===== config.mk =====
export PLATFORM = sky130hd
export DESIGN_NAME = leo_key_scan
export DESIGN_NICKNAME = d
export VERILOG_FILES = /design/src/rtl/leo_key_pkg.sv /design/src/rtl/leo_key_fifo.sv /design/src/rtl/leo_key_scan.sv
export SDC_FILE = /design/constraint.sdc
export NUM_CORES = 1
export LEC_CHECK = 0
export CAP_MARGIN = 0
export CORE_MARGIN = 5
export CORE_UTILIZATION = 47
export CTS_BUF_LIST = sky130_fd_sc_hd__clkbuf_2 sky130_fd_sc_hd__clkbuf_4 sky130_fd_sc_hd__clkbuf_8
export DETAILED_ROUTE_END_ITERATION = 16
export GPL_TIMING_DRIVEN = 0
export PLACE_DENSITY = 0.61
export SLEW_MARGIN = 20
export SYNTH_ARGS = -nofsm -noshare
export SYNTH_HDL_FRONTEND = slang
export SYNTH_SLANG_ARGS = --single-unit

===== constraint.sdc =====
create_clock -name CLK -period 12.1 [get_ports CLK]
set_input_delay 2.42 -clock CLK [delete_from_list [all_inputs] [get_ports CLK]]
set_output_delay 2.42 -clock CLK [all_outputs]
set_load 0.02 [all_outputs]

===== src/rtl/leo_key_pkg.sv =====
// Shared constants, event-word layout and scan state encoding for the LEO keypad scanner.
package leo_key_pkg;

    localparam int KEY_ROWS = 4;
    localparam int KEY_COLS = 4;

    localparam int EV_VALID   = 7;
    localparam int EV_OVF     = 6;
    localparam int EV_REL     = 5;
    localparam int EV_CODE_HI = 3;
    localparam int EV_CODE_LO = 0;

    typedef enum logic [2:0] {
        IDLE,
        DRIVE,
        EVAL0,
        EVAL1,
        EVAL2,
        EVAL3
    } scan_state_t;

    function automatic logic [7:0] make_event(input logic rel, input logic [3:0] code);
        logic [7:0] w;
        w = '0;
        w[EV_VALID] = 1'b1;
        w[EV_REL] = rel;
        w[EV_CODE_HI:EV_CODE_LO] = code;
        return w;
    endfunction

endpackage


===== src/rtl/leo_key_fifo.sv =====
// Small synchronous event FIFO; a pop frees room for a push in the same cycle.
// Exposes next-cycle head/empty so the owner can register its read data without extra lag.
module leo_key_fifo #(
    parameter int DEPTH = 4,
    parameter int W     = 8
) (
    input  logic         clk,
    input  logic         rst,
    input  logic         push,
    input  logic [W-1:0] din,
    input  logic         pop,
    output logic         empty_nxt,
    output logic [W-1:0] head_nxt,
    output logic         push_drop
);
    localparam int AW = $clog2(DEPTH);

    logic [W-1:0]  mem [DEPTH];
    logic [AW-1:0] rd_ptr, wr_ptr, rd_ptr_inc;
    logic [AW:0]   count, count_nxt;
    logic          empty, full, do_pop, do_push;

    assign empty      = (count == '0);
    assign full       = (count == (AW+1)'(DEPTH));
    assign do_pop     = pop && !empty;
    assign do_push    = push && (!full || do_pop);
    assign push_drop  = push && !do_push;
    assign rd_ptr_inc = rd_ptr + 1'b1;
    assign count_nxt  = count + (AW+1)'(do_push) - (AW+1)'(do_pop);
    assign empty_nxt  = (count_nxt == '0);

    always_comb begin
        head_nxt = mem[rd_ptr];
        if (empty || (count == (AW+1)'(1) && do_pop))
            head_nxt = din;
        else if (do_pop)
            head_nxt = mem[rd_ptr_inc];
    end

    always_ff @(posedge clk) begin
        if (do_push)
            mem[wr_ptr] <= din;
    end

    always_ff @(posedge clk or posedge rst) begin
        if (rst) begin
            rd_ptr <= '0;
            wr_ptr <= '0;
            count  <= '0;
        end else begin
            if (do_pop)
                rd_ptr <= rd_ptr_inc;
            if (do_push)
                wr_ptr <= wr_ptr + 1'b1;
            count <= count_nxt;
        end
    end

endmodule


===== src/rtl/leo_key_scan.sv =====
// 4x4 keypad scanner with per-key debounce and a CPU-popped event FIFO on the CS3 read window.
// Build option: define KEY_RELEASE_EN to also queue key-release events.
module leo_key_scan
    import leo_key_pkg::*;
#(
    parameter int SCAN_DIV       = 1024,
    parameter int DEBOUNCE_SCANS = 4,
    parameter int FIFO_DEPTH     = 4
) (
    input  logic         CLK,
    input  logic         RST,
    input  logic         CS3_N,
    input  logic         BRD_N,
    input  logic [22:21] ADDR,
    input  logic [3:0]   KEY_ROW_N,
    output logic [3:0]   KEY_COL_N,
    output logic [7:0]   DATA_OUT,
    output logic         DATA_OE,
    output logic         KEY_INT
);
    localparam int DW = (SCAN_DIV > 1) ? $clog2(SCAN_DIV) : 1;
    localparam int NK = KEY_ROWS * KEY_COLS;

    // Bus drive follows the raw decode so the CPU sees data for the whole access.
    logic rd_act;
    assign rd_act  = !(CS3_N | BRD_N | ADDR[22] | !ADDR[21]);
    assign DATA_OE = rd_act;

    logic       rd_s1, rd_s2, rd_d, pop;
    logic [3:0] row_s1, row_s2;

    always_ff @(posedge CLK or posedge RST) begin
        if (RST) begin
            rd_s1  <= 1'b0;
            rd_s2  <= 1'b0;
            rd_d   <= 1'b0;
            row_s1 <= 4'hF;
            row_s2 <= 4'hF;
        end else begin
            rd_s1  <= rd_act;
            rd_s2  <= rd_s1;
            rd_d   <= rd_s2;
            row_s1 <= KEY_ROW_N;
            row_s2 <= row_s1;
        end
    end

    // Pop only once the CPU has finished the read.
    assign pop = rd_d & ~rd_s2;

    scan_state_t   state;
    logic [1:0]    col, col_inc;
    logic [DW-1:0] div_cnt;
    logic [3:0]    rows_lat;

    assign col_inc = col + 2'd1;

    always_ff @(posedge CLK or posedge RST) begin
        if (RST) begin
            state     <= IDLE;
            col       <= 2'd0;
            div_cnt   <= '0;
            rows_lat  <= 4'h0;
            KEY_COL_N <= 4'hF;
        end else begin
            case (state)
                IDLE: begin
                    col       <= 2'd0;
                    div_cnt   <= '0;
                    KEY_COL_N <= 4'b1110;
                    state     <= DRIVE;
                end
                DRIVE: begin
                    if (div_cnt == DW'(SCAN_DIV - 1)) begin
                        div_cnt  <= '0;
                        rows_lat <= ~row_s2;
                        state    <= EVAL0;
                    end else begin
                        div_cnt <= div_cnt + 1'b1;
                    end
                end
                EVAL0: state <= EVAL1;
                EVAL1: state <= EVAL2;
                EVAL2: state <= EVAL3;
                EVAL3: begin
                    col       <= col_inc;
                    KEY_COL_N <= ~(4'b0001 << col_inc);
                    state     <= DRIVE;
                end
                default: state <= IDLE;
            endcase
        end
    end

    logic                eval, sample, commit, push, push_drop;
    logic [1:0]          erow;
    logic [3:0]          key;
    logic [7:0]          push_word;
    logic [NK-1:0]       stable;
    logic [NK-1:0][2:0]  cnt;

    always_comb begin
        eval = 1'b1;
        erow = 2'd0;
        case (state)
            EVAL0:   erow = 2'd0;
            EVAL1:   erow = 2'd1;
            EVAL2:   erow = 2'd2;
            EVAL3:   erow = 2'd3;
            default: eval = 1'b0;
        endcase
        key    = {erow, col};
        sample = rows_lat[erow];
        commit = eval && (sample != stable[key]) && (cnt[key] == 3'(DEBOUNCE_SCANS - 1));
`ifdef KEY_RELEASE_EN
        push      = commit;
        push_word = make_event(!sample, key);
`else
        push      = commit && sample;
        push_word = make_event(1'b0, key);
`endif
    end

    always_ff @(posedge CLK or posedge RST) begin
        if (RST) begin
            stable <= '0;
            cnt    <= '0;
        end else if (eval) begin
            if (sample == stable[key]) begin
                cnt[key] <= 3'd0;
            end else if (commit) begin
                stable[key] <= sample;
                cnt[key]    <= 3'd0;
            end else begin
                cnt[key] <= cnt[key] + 3'd1;
            end
        end
    end

    logic       f_empty_nxt;
    logic [7:0] f_head_nxt;

    leo_key_fifo #(.DEPTH(FIFO_DEPTH), .W(8)) u_fifo (
        .clk      (CLK),
        .rst      (RST),
        .push     (push),
        .din      (push_word),
        .pop      (pop),
        .empty_nxt(f_empty_nxt),
        .head_nxt (f_head_nxt),
        .push_drop(push_drop)
    );

    logic       ovf, ovf_nxt;
    logic [7:0] rd_word;

    always_comb begin
        ovf_nxt = pop ? 1'b0 : (ovf | push_drop);
        rd_word = f_empty_nxt ? 8'h00 : f_head_nxt;
        rd_word[EV_OVF] = ovf_nxt;
    end

    always_ff @(posedge CLK or posedge RST) begin
        if (RST) begin
            ovf      <= 1'b0;
            KEY_INT  <= 1'b0;
            DATA_OUT <= 8'h00;
        end else begin
            ovf      <= ovf_nxt;
            KEY_INT  <= !f_empty_nxt;
            DATA_OUT <= rd_word;
        end
    end

endmodule


==> results.sh <==
export IMPL_wl_um=15480
export IMPL_port_buffers=21
export IMPL_syn_area_per_cell_um2=11.40
export IMPL_netlist_instances=564
export IMPL_grt_start_max_net_pins=79
export IMPL_crit_type="in -> out"
export IMPL_cts_resized=0
export IMPL_detail_route_wl_per_cell_um=19.50
export IMPL_min_period_over_period_pct=52.43
export IMPL_cpMostUsedCell="clkdlybuf4s50_1"
export IMPL_report_final_slew_viol_count=0
export IMPL_cts_tree="yes"
export IMPL_drive_gt1_share_pct=16.34
export IMPL_cts_sinks=127
export IMPL_synth_enable_flop_cells=16
export IMPL_max_cap_violations=0
export IMPL_hp_class="reg -> reg"
export IMPL_ff2ff_path_depth=16
export IMPL_path_cells="clkdlybuf4s50_1 -> nor4b_1 -> clkdlybuf4s50_1"
export IMPL_crit_path_max_fanout=2
export IMPL_std_cell_rows=42
export IMPL_rsz0062_at_grt="no"
export IMPL_rr_endpoint="DATA_OUT[2]"
export IMPL_placement_cell_area_mm2=0.006899
export IMPL_start_util_pct=48.19
export IMPL_antenna_found_initial=0
export IMPL_num_antenna_cells=0
export IMPL_fin_ws_ns=5.756
export IMPL_design_area_mm2=0.007338
export IMPL_crit_path_start="BRD_N"
export IMPL_place_ws_ns=5.769
export IMPL_finClkSkew_ns=0.01531
export IMPL_powerDensity_mw_per_mm2=116.3
export IMPL_synth_largest_area_cell="dfrtp_1"
export IMPL_grt_pass1_vias=4775
export IMPL_fin_util_pct=54.98
export IMPL_syn_area_mm2=0.006432
export IMPL_startpoint_type="input pin"
export IMPL_cellLeakagePower_nw=3.177
export IMPL_ys_seq_area_share_pct=50.89
export IMPL_ys_top_cells_by_area="dfrtp_1, edfxtp_1, a32o_1"
export IMPL_critical_path_cell_count=3
export IMPL_postCtsHoldBufs=0
export IMPL_cts_max_path_buffers=2
export IMPL_crit_required_ns=9.68
export IMPL_synth_seq_cells=127
export IMPL_synthAdderAreaFrac_pct=3.229
export IMPL_clock_latency_ns=0.47
export IMPL_hold_viol=0
export IMPL_synthMuxAreaShare_pct=8.209
export IMPL_cts_buffers_inserted=17
export IMPL_timing_fmax_mhz=157.6
export IMPL_worst_setup_path_end_kind="output port"
export IMPL_die_y_um=127.0
export IMPL_fin_crit_ns=6.344
export IMPL_final_common_cell="dfrtp_1"
export IMPL_vias=4780
export IMPL_via_per_inst=6.020
export IMPL_critPathTopFamily="buffers and inverters"
export IMPL_r2r_start="col[0]"
export IMPL_synthSimpleGateAreaFrac_pct=10.80
export IMPL_synthXorXnorAreaFrac_pct=1.634
export IMPL_yosysWarnings=0
export IMPL_slowest_stage="clkdlybuf4s50_1"
export IMPL_hold_depth=0
export IMPL_die_area_mm2=0.01613
export IMPL_fin_tns_setup_ns=0
export IMPL_final_cell_mix="dfrtp_1, nand2_1, o21ai_0"
export IMPL_place_gp_congestion=0.8274
export IMPL_synth_compound_area_share_pct=20.54
export IMPL_slew_headroom_pct=34.22
export IMPL_crit_path_end="DATA_OE"
export IMPL_post_cts_setup_buffer_count=0
export IMPL_ios=24
export IMPL_ys_async_sr_fraction_pct=87.40
export IMPL_worstMarginPinSlew_ns=0.9846
export IMPL_critPathArrivalTime_ns=3.92
export IMPL_layout_cells_non_filler=794
export IMPL_dr_pass1_iters=5
export IMPL_status="completed"
export IMPL_area_delta_synth_final_pct=14.08
export IMPL_synthFlopType="dfrtp_1"
export IMPL_power_total_mw=0.8536
export IMPL_core_mm2=0.01335
export IMPL_chipWidth_um=127.0
export IMPL_slowest_delay_ns=0.69
export IMPL_grt_overflow=0
export IMPL_cts_root_buffer="clkbuf_8"
export IMPL_setup_viol=0
export IMPL_drcViolationCount=0
export IMPL_antenna_left=0
export IMPL_cp_num_buf_inv=2
export IMPL_grt_first_pass_wirelength_um=25300
export IMPL_htreeDepth=4
export IMPL_hold_ws_ns=0.3509
export IMPL_synth_top_family_by_area="compound AO/OA/AOI/OAI gates"
export IMPL_dpl_cell_count=763
export IMPL_synth_top_area_share_pct=38.51
export IMPL_path_clk_slew_ns=0.07
export IMPL_regToRegSetupSlack_ns=6.25
export IMPL_max_vdd_ir_drop_uv=82.99
export IMPL_grt_usage_pct=20.24
export IMPL_drt_iter0_drc=501
export IMPL_hpwlAfterDp_um=10680
export IMPL_finalNetCount=632
export IMPL_yosysUniqueCellTypes=64
-- final cells by class --
cell class	count	area [µm²]
fillers	1187	6010
repair buffers	22	237.7
multi-input cells	372	2864
flip-flops and latches	127	3273
inverters	27	106.4
plain buffers	39	197.7
clock buffers	26	339.1
clock inverters	5	100.1
well taps	176	220.2
-- kinds of logic after synthesis --
logic type,Yosys count
muxes,27
AOI/OAI and AO/OA,169
and+or+nand+nor,149
adders and majority gates,16
xor gates and xnor gates,9
buffers and inverters,66
other,1
DFF,127
-- sequential cells by signal (all words and copies together), names as in the netlist, 2 cells and up --
name	flops
u_fifo.wr_ptr	2
rows_lat	4
KEY_COL_N	4
stable	16
row_s1	4
state	3
div_cnt	10
cnt	48
u_fifo.rd_ptr	2
u_fifo.count	3
col	2
u_fifo.mem	16
row_s2	4
DATA_OUT	5
-- Yosys cell counts (10+ instances only) --
master    count
ha_1         15
dfstp_2      12
a32o_1       33
nand3_1      16
clkbuf_1     18
dfrtp_1      99
o21ai_0      58
inv_1        27
edfxtp_1     16
nor2_1       38
nand2_1      58
mux4_2       12
a31oi_1      10
a21oi_1      13
-- report_power, final --
group	internal [mW]	switching (mW)
registers	0.434	0.000407
clock network	0.242	0.164
logic	0.00428	0.00893
-- per-layer routing --
layer	wire length (µm)	global-route usage, %	up-vias
met5	0	0	-
met4	257	6.562	0
met3	976	6.260	34
met2	7415	32.07	181
met1	6834	26.76	2372
li1	-	-	2193
-- how the worst min path moves through the flow --
| stage | from | to | slack, ns |
|---|---|---|---|
| after detailed placement | rd_s1 | rd_s2 | 0.34 |
| after CTS | rd_s1 | rd_s2 | 0.35 |
| after floorplan | rd_s1 | rd_s2 | 0.33 |
| final | rd_s1 | rd_s2 | 0.35 |
| after global routing | row_s1[2] | row_s2[2] | 0.36 |
| after global placement | rd_s1 | rd_s2 | 0.33 |
Power figures use the tool's default switching activity.
==> patch 1: new RTL, same flow settings <==
Add an input register stage for `CS3_N`, `BRD_N`, `ADDR` and `KEY_ROW_N`, without a reset; this delays them by one clock.
--- a/src/rtl/leo_key_scan.sv
+++ b/src/rtl/leo_key_scan.sv
@@ -22,7 +22,19 @@
     localparam int NK = KEY_ROWS * KEY_COLS;
 
+    logic CS3_N_q;
+    logic BRD_N_q;
+    logic [22:21] ADDR_q;
+    logic [3:0] KEY_ROW_N_q;
+
+    always_ff @(posedge CLK) begin
+        CS3_N_q     <= CS3_N;
+        BRD_N_q     <= BRD_N;
+        ADDR_q      <= ADDR;
+        KEY_ROW_N_q <= KEY_ROW_N;
+    end
+
     // Bus drive follows the raw decode so the CPU sees data for the whole access.
     logic rd_act;
-    assign rd_act  = !(CS3_N | BRD_N | ADDR[22] | !ADDR[21]);
+    assign rd_act  = !(CS3_N_q | BRD_N_q | ADDR_q[22] | !ADDR_q[21]);
     assign DATA_OE = rd_act;
 
@@ -41,5 +53,5 @@
             rd_s2  <= rd_s1;
             rd_d   <= rd_s2;
-            row_s1 <= KEY_ROW_N;
+            row_s1 <= KEY_ROW_N_q;
             row_s2 <= row_s1;
         end
Function: changed (a bounded check fails within 4 cycles, from zero or initial values and one cycle with RST high).
==> patch 1 against the original RTL <==
Synthesized area grew 0.19%. First-iteration DRC count decreased by 4.0%. Largest cell class unchanged. Sequential cell count up 8. Critical path depth grew 15. Cell area down 0.20%. Sequential share of layout area increased by 2.3 points. Setup slack improved by 0.12 ns. Total power is 1.3% higher. Die area is 0.18% higher. Routed wire length is 2.6% lower. Core utilization decreased by 0.11 points.
==> patch 1: results (changes against the original RTL) <==
| Stage | Quantity | Reported | vs unedited |
| --- | --- | --- | --- |
| synth | Xor and xnor area share after synthesis | 1.068% | was 1.634% |
| timing | Worst Skew | 0.01312 ns | was 0.01531 ns |
| placement | Routability cong. | 0.8520 | was 0.8274 |
| finish | Fillers | 1184 | was 1187 |
| detailed routing | Avg WL per Cell | 18.32 um | was 19.50 um |
| detailed routing | First-iteration detailed-routing DRC count | 481 | was 501 |
| placement | Half-perimeter wire length of the detailed placement result | 10370 um | was 10680 um |
| setup path | Worst Path Max Fanout | 10 | was 2 |
| pwr | Cell internal power dissipation | 0.0006848 W | was 0.0006800 W |
| synth | Share of synthesized flip-flops with an asynchronous set or reset | 82.22% | was 87.40% |
| synth | Compound-gate portion of the synthesized area | 17.90% | was 20.54% |
| pwr | Worst supply voltage drop on vdd | 0.09868 mV | was 0.08299 mV |
| synth | Number of distinct library cells after synthesis | 59 | was 64 |
| synth | Most frequent cells after synthesis | dfrtp_1 (99), nand2_1 (87), o31ai_1 (60) | was dfrtp_1 (99), nand2_1 (58), o21ai_0 (58) |
| timing | Normalized max-slew margin | 20.31% | was 34.22% |
| clock tree | Insertion delay of the later-clocked pin in the worst-skew pair | 0.45 ns | was 0.47 ns |
| global route | Via count of the first global-routing pass | 4892 | was 4775 |
| synth | Adder-Cell Fraction of Synth Area | 3.611% | was 3.229% |
| global route | Global-route wire length before repair | 25250 um | was 25300 um |
| pwr | Leakage power figure | 3.023 nW | was 3.177 nW |
| global route | Total Routing Usage GR | 19.69% | was 20.24% |
| setup path | Worst endpoint data arrival time | 6.53 ns | was 3.92 ns |
| synth | Sequential-to-total area share from yosys stat | 53.27% | was 50.89% |
| finish | Count of nets after finishing | 662 | was 632 |
| status | Outcome | finished clean | unchanged |
## patch 1: cell types whose count changed after synthesis, sizes merged, moves of 16 or more
cell,change
a21oi,+21
a32o,-33
o41ai,-16
o31ai,+58
o21ai,-21
nor2,-25
nand2,+29
## patch 1: critical path, stage by stage, from the launching register on
cell      delay (ns)
dfrtp_1         0.48
buf_2           0.25
inv_1           0.11
ha_1            0.33
clkbuf_1        0.32
and3b_1         0.25
o21ai_0         0.90
mux4_2          0.45
mux2_2          0.29
a21oi_1         0.15
ha_1            0.16
clkbuf_1        0.27
nand2_1         0.27
nor4_4          0.47
ha_1            0.24
fa_1            0.43
or3_1           0.48
o21ai_0         0.15
a31oi_1         0.07
## patch 1: stage by stage
stage	instances	area (um^2)	util (%)
5_1_grt	823	7323	54.86
2_1_floorplan	593	6449	-
3_5_place_dp	791	6912	51.78
6_report	823	7323	54.86
4_1_cts	823	7323	54.86
3_3_place_gp	790	6879	51.54
## patch 1: cell type report
class | count | area [um^2] | area share [%]
Tap cell | 176 | 220.2 | 3.007
Clock buffer | 22 | 284.0 | 3.878
Timing Repair Buffer | 22 | 237.7 | 3.246
Multi-Input combinational cell | 406 | 2778 | 37.93
Clock inverter | 10 | 127.6 | 1.743
Sequential cell | 135 | 3433 | 46.88
Inverter | 19 | 76.32 | 1.042
Buffer | 33 | 166.4 | 2.272
## patch 1: cells by family after synthesis
logic type / after synthesis
and+or+nand+nor: 178
DFF: 135
AOI/OAI and AO/OA: 179
adders and majority gates: 18
other: 1
buffers and inverters: 52
muxes: 22
xor gates and xnor gates: 7
## patch 1: power by group through the flow
stage	Sequential [W]	Combinational, W	Clock [W]
floorplan	0.000471	0.00000683	0
global placement	0.000471	0.0000118	0
detailed placement	0.000471	0.0000136	0
CTS	0.000462	0.0000135	0.000397
global route	0.000462	0.0000150	0.000421
finish	0.000462	0.0000128	0.000390
## patch 1: layer usage
layer	GRT usage, %	routed length [um]	vias up
met4	6.751	208	0
li1	-	-	2276
met3	4.549	757	25
met5	0	0	-
met2	31.51	7270	137
met1	26.60	6844	2395
## patch 1: path summary, 6_finish.rpt
kind / from / end / slack [ns] / cells past startpoint
setup / recovery: state[1]$_DFFE_PP0P_ / DATA_OUT[1]$_DFF_PP0_ / 5.88 / 18
hold / removal: KEY_ROW_N_q[2]$_DFF_P_ / row_s1[2]$_DFF_PP1_ / 0.30 / 0
setup reg to reg: state[1]$_DFFE_PP0P_ / DATA_OUT[1]$_DFF_PP0_ / 5.88 / 18
hold reg to reg: KEY_ROW_N_q[2]$_DFF_P_ / row_s1[2]$_DFF_PP1_ / 0.30 / 0
max in group asynchronous: RST / row_s1[3]$_DFF_PP1_ / 9.01 / 3
min in group asynchronous: RST / DATA_OUT[6]$_DFF_PP0_ / 2.38 / 2
==> patch 2: new RTL, config.mk and constraints unchanged <==
Made on the original files. Build with the macro `KEY_RELEASE_EN` defined.
--- a/src/rtl/leo_key_scan.sv
+++ b/src/rtl/leo_key_scan.sv
@@ -1,4 +1,6 @@
 // 4x4 keypad scanner with per-key debounce and a CPU-popped event FIFO on the CS3 read window.
 // Build option: define KEY_RELEASE_EN to also queue key-release events.
+`define KEY_RELEASE_EN
+
 module leo_key_scan
     import leo_key_pkg::*;
Behaviour: same outputs for any inputs over 10 cycles, from zero or initial values and one cycle with RST high; that may be too few to reach the edited logic, so the function may still have changed.
==> patch 2 against the original RTL <==
Sequential cell count is 5 higher. Largest cell class unchanged. Cell area is 1.6% lower. Total power is 1.2% lower. Synthesized area is 1.5% lower. Highest routed layer unchanged. Largest power group unchanged. Clock power is 6.7% lower. Routed wire length is 8.8% lower. Critical path depth stayed put. Setup slack better by 0.044 ns.
==> patch 2: results (changes against the original RTL) <==
| Stage | Quantity | Reported | vs unedited |
| --- | --- | --- | --- |
| status | Outcome | finished clean | unchanged |
| synth | Compound-gate portion of the synthesized area | 17.08% | was 20.54% |
| setup path | Source of the worst register-to-register timing path | col[1]$_DFFE_PP0N_ | was col[0]$_DFFE_PP0N_ |
| placement | Routability cong. | 0.8248 | was 0.8274 |
| detailed routing | Avg WL per Cell | 17.76 um | was 19.50 um |
| detailed routing | Amount of wire on met2 after detailed routing | 6880 um | was 7415 um |
| timing | Slew at the pin closest to its max-slew limit | 0.7524 ns | was 0.9846 ns |
| global route | Global-route met2 utilization | 30.92% | was 32.07% |
| setup path | Cells on worst reg2reg path | 14 | was 16 |
| setup path | Worst endpoint data arrival time | 3.88 ns | was 3.92 ns |
| setup path | Reg2reg setup slack | 6.99 ns | was 6.25 ns |
| synth | Sequential-to-total area share from yosys stat | 53.94% | was 50.89% |
| synth | Xor and xnor area share after synthesis | 1.382% | was 1.634% |
| placement | Area after detailed placement | 6810 um^2 | was 6899 um^2 |
| pwr | Switching share of power | 20.94% | was 20.33% |
| synth | Most frequent cells after synthesis | dfrtp_1 (100), nand2_1 (90), nor2_1 (45) | was dfrtp_1 (99), nand2_1 (58), o21ai_0 (58) |
| pwr | Leakage power figure | 3.056 nW | was 3.177 nW |
| finish | Final non-filler cell area | 7219 um^2 | was 7338 um^2 |
| finish | Share of layout cells above drive strength 1 | 15.67% | was 16.34% |
| synth | Avg Synthesized Cell Area | 11.24 um^2 | was 11.40 um^2 |
| finish | Final cell count without fillers | 795 | was 794 |
| synth | EDFF count, synth | 20 | was 16 |
| global route | Fraction of met3 tracks used by global routing | 4.488% | was 6.260% |
| synth | Top cells by area in the synthesized netlist | dfrtp_1 (39%), edfxtp_1 (9.5%), nand2_1 (5.3%) | was dfrtp_1 (39%), edfxtp_1 (7.5%), a32o_1 (5.1%) |
| timing | Worst Skew | 0.008930 ns | was 0.01531 ns |
| placement | Half-perimeter wire length of the detailed placement result | 9826 um | was 10680 um |
| detailed routing | First-iteration detailed-routing DRC count | 390 | was 501 |
| placement | Minimum setup slack after placement | 5.772 ns | was 5.769 ns |
| detailed routing | Per-cell via count in the routed design | 5.717 | was 6.020 |
| detailed routing | Total routed wire length on the met1 layer | 6362 um | was 6834 um |
| detailed routing | Met3 WL | 686 um | was 976 um |
| global route | Global-route wire length before repair | 23980 um | was 25300 um |
| finish | Leading registers by flop count | cnt (48), u_fifo.mem (20), stable (16) | was cnt (48), stable (16), u_fifo.mem (16) |
| synth | Share of cell area taken by muxes after synthesis | 7.068% | was 8.209% |
[patch 2: layout make-up]
cell class	count	area share (%)
Sequential cell	132	47.35
Multi-Input combinational cell	375	36.36
Clock buffer	23	4.298
Timing Repair Buffer	23	3.432
Tap cell	176	3.050
Buffer	34	2.773
Clock inverter	9	1.369
Inverter	23	1.369
[patch 2: power groups by stage]
stage               registers, W  clock network, W   logic (W)
floorplan               0.000461                 0  0.00000629
global placement        0.000461                 0   0.0000114
detailed placement      0.000461                 0   0.0000132
CTS                     0.000452          0.000387   0.0000132
global route            0.000452          0.000407   0.0000147
finish                  0.000452          0.000379   0.0000125
[patch 2: kinds of logic after synthesis]
group,Yosys count
DFF,132
adders and majority gates,16
muxes,23
other,1
buffers and inverters,57
xor gates and xnor gates,10
AOI/OAI and AO/OA,144
and+or+nand+nor,181
[patch 2: critical path: cells and delay by family]
| kind | cells | cell delay, ns |
|---|---|---|
| buffers and inverters | 2 | 1.08 |
| AND/OR/NAND/NOR | 1 | 0.39 |
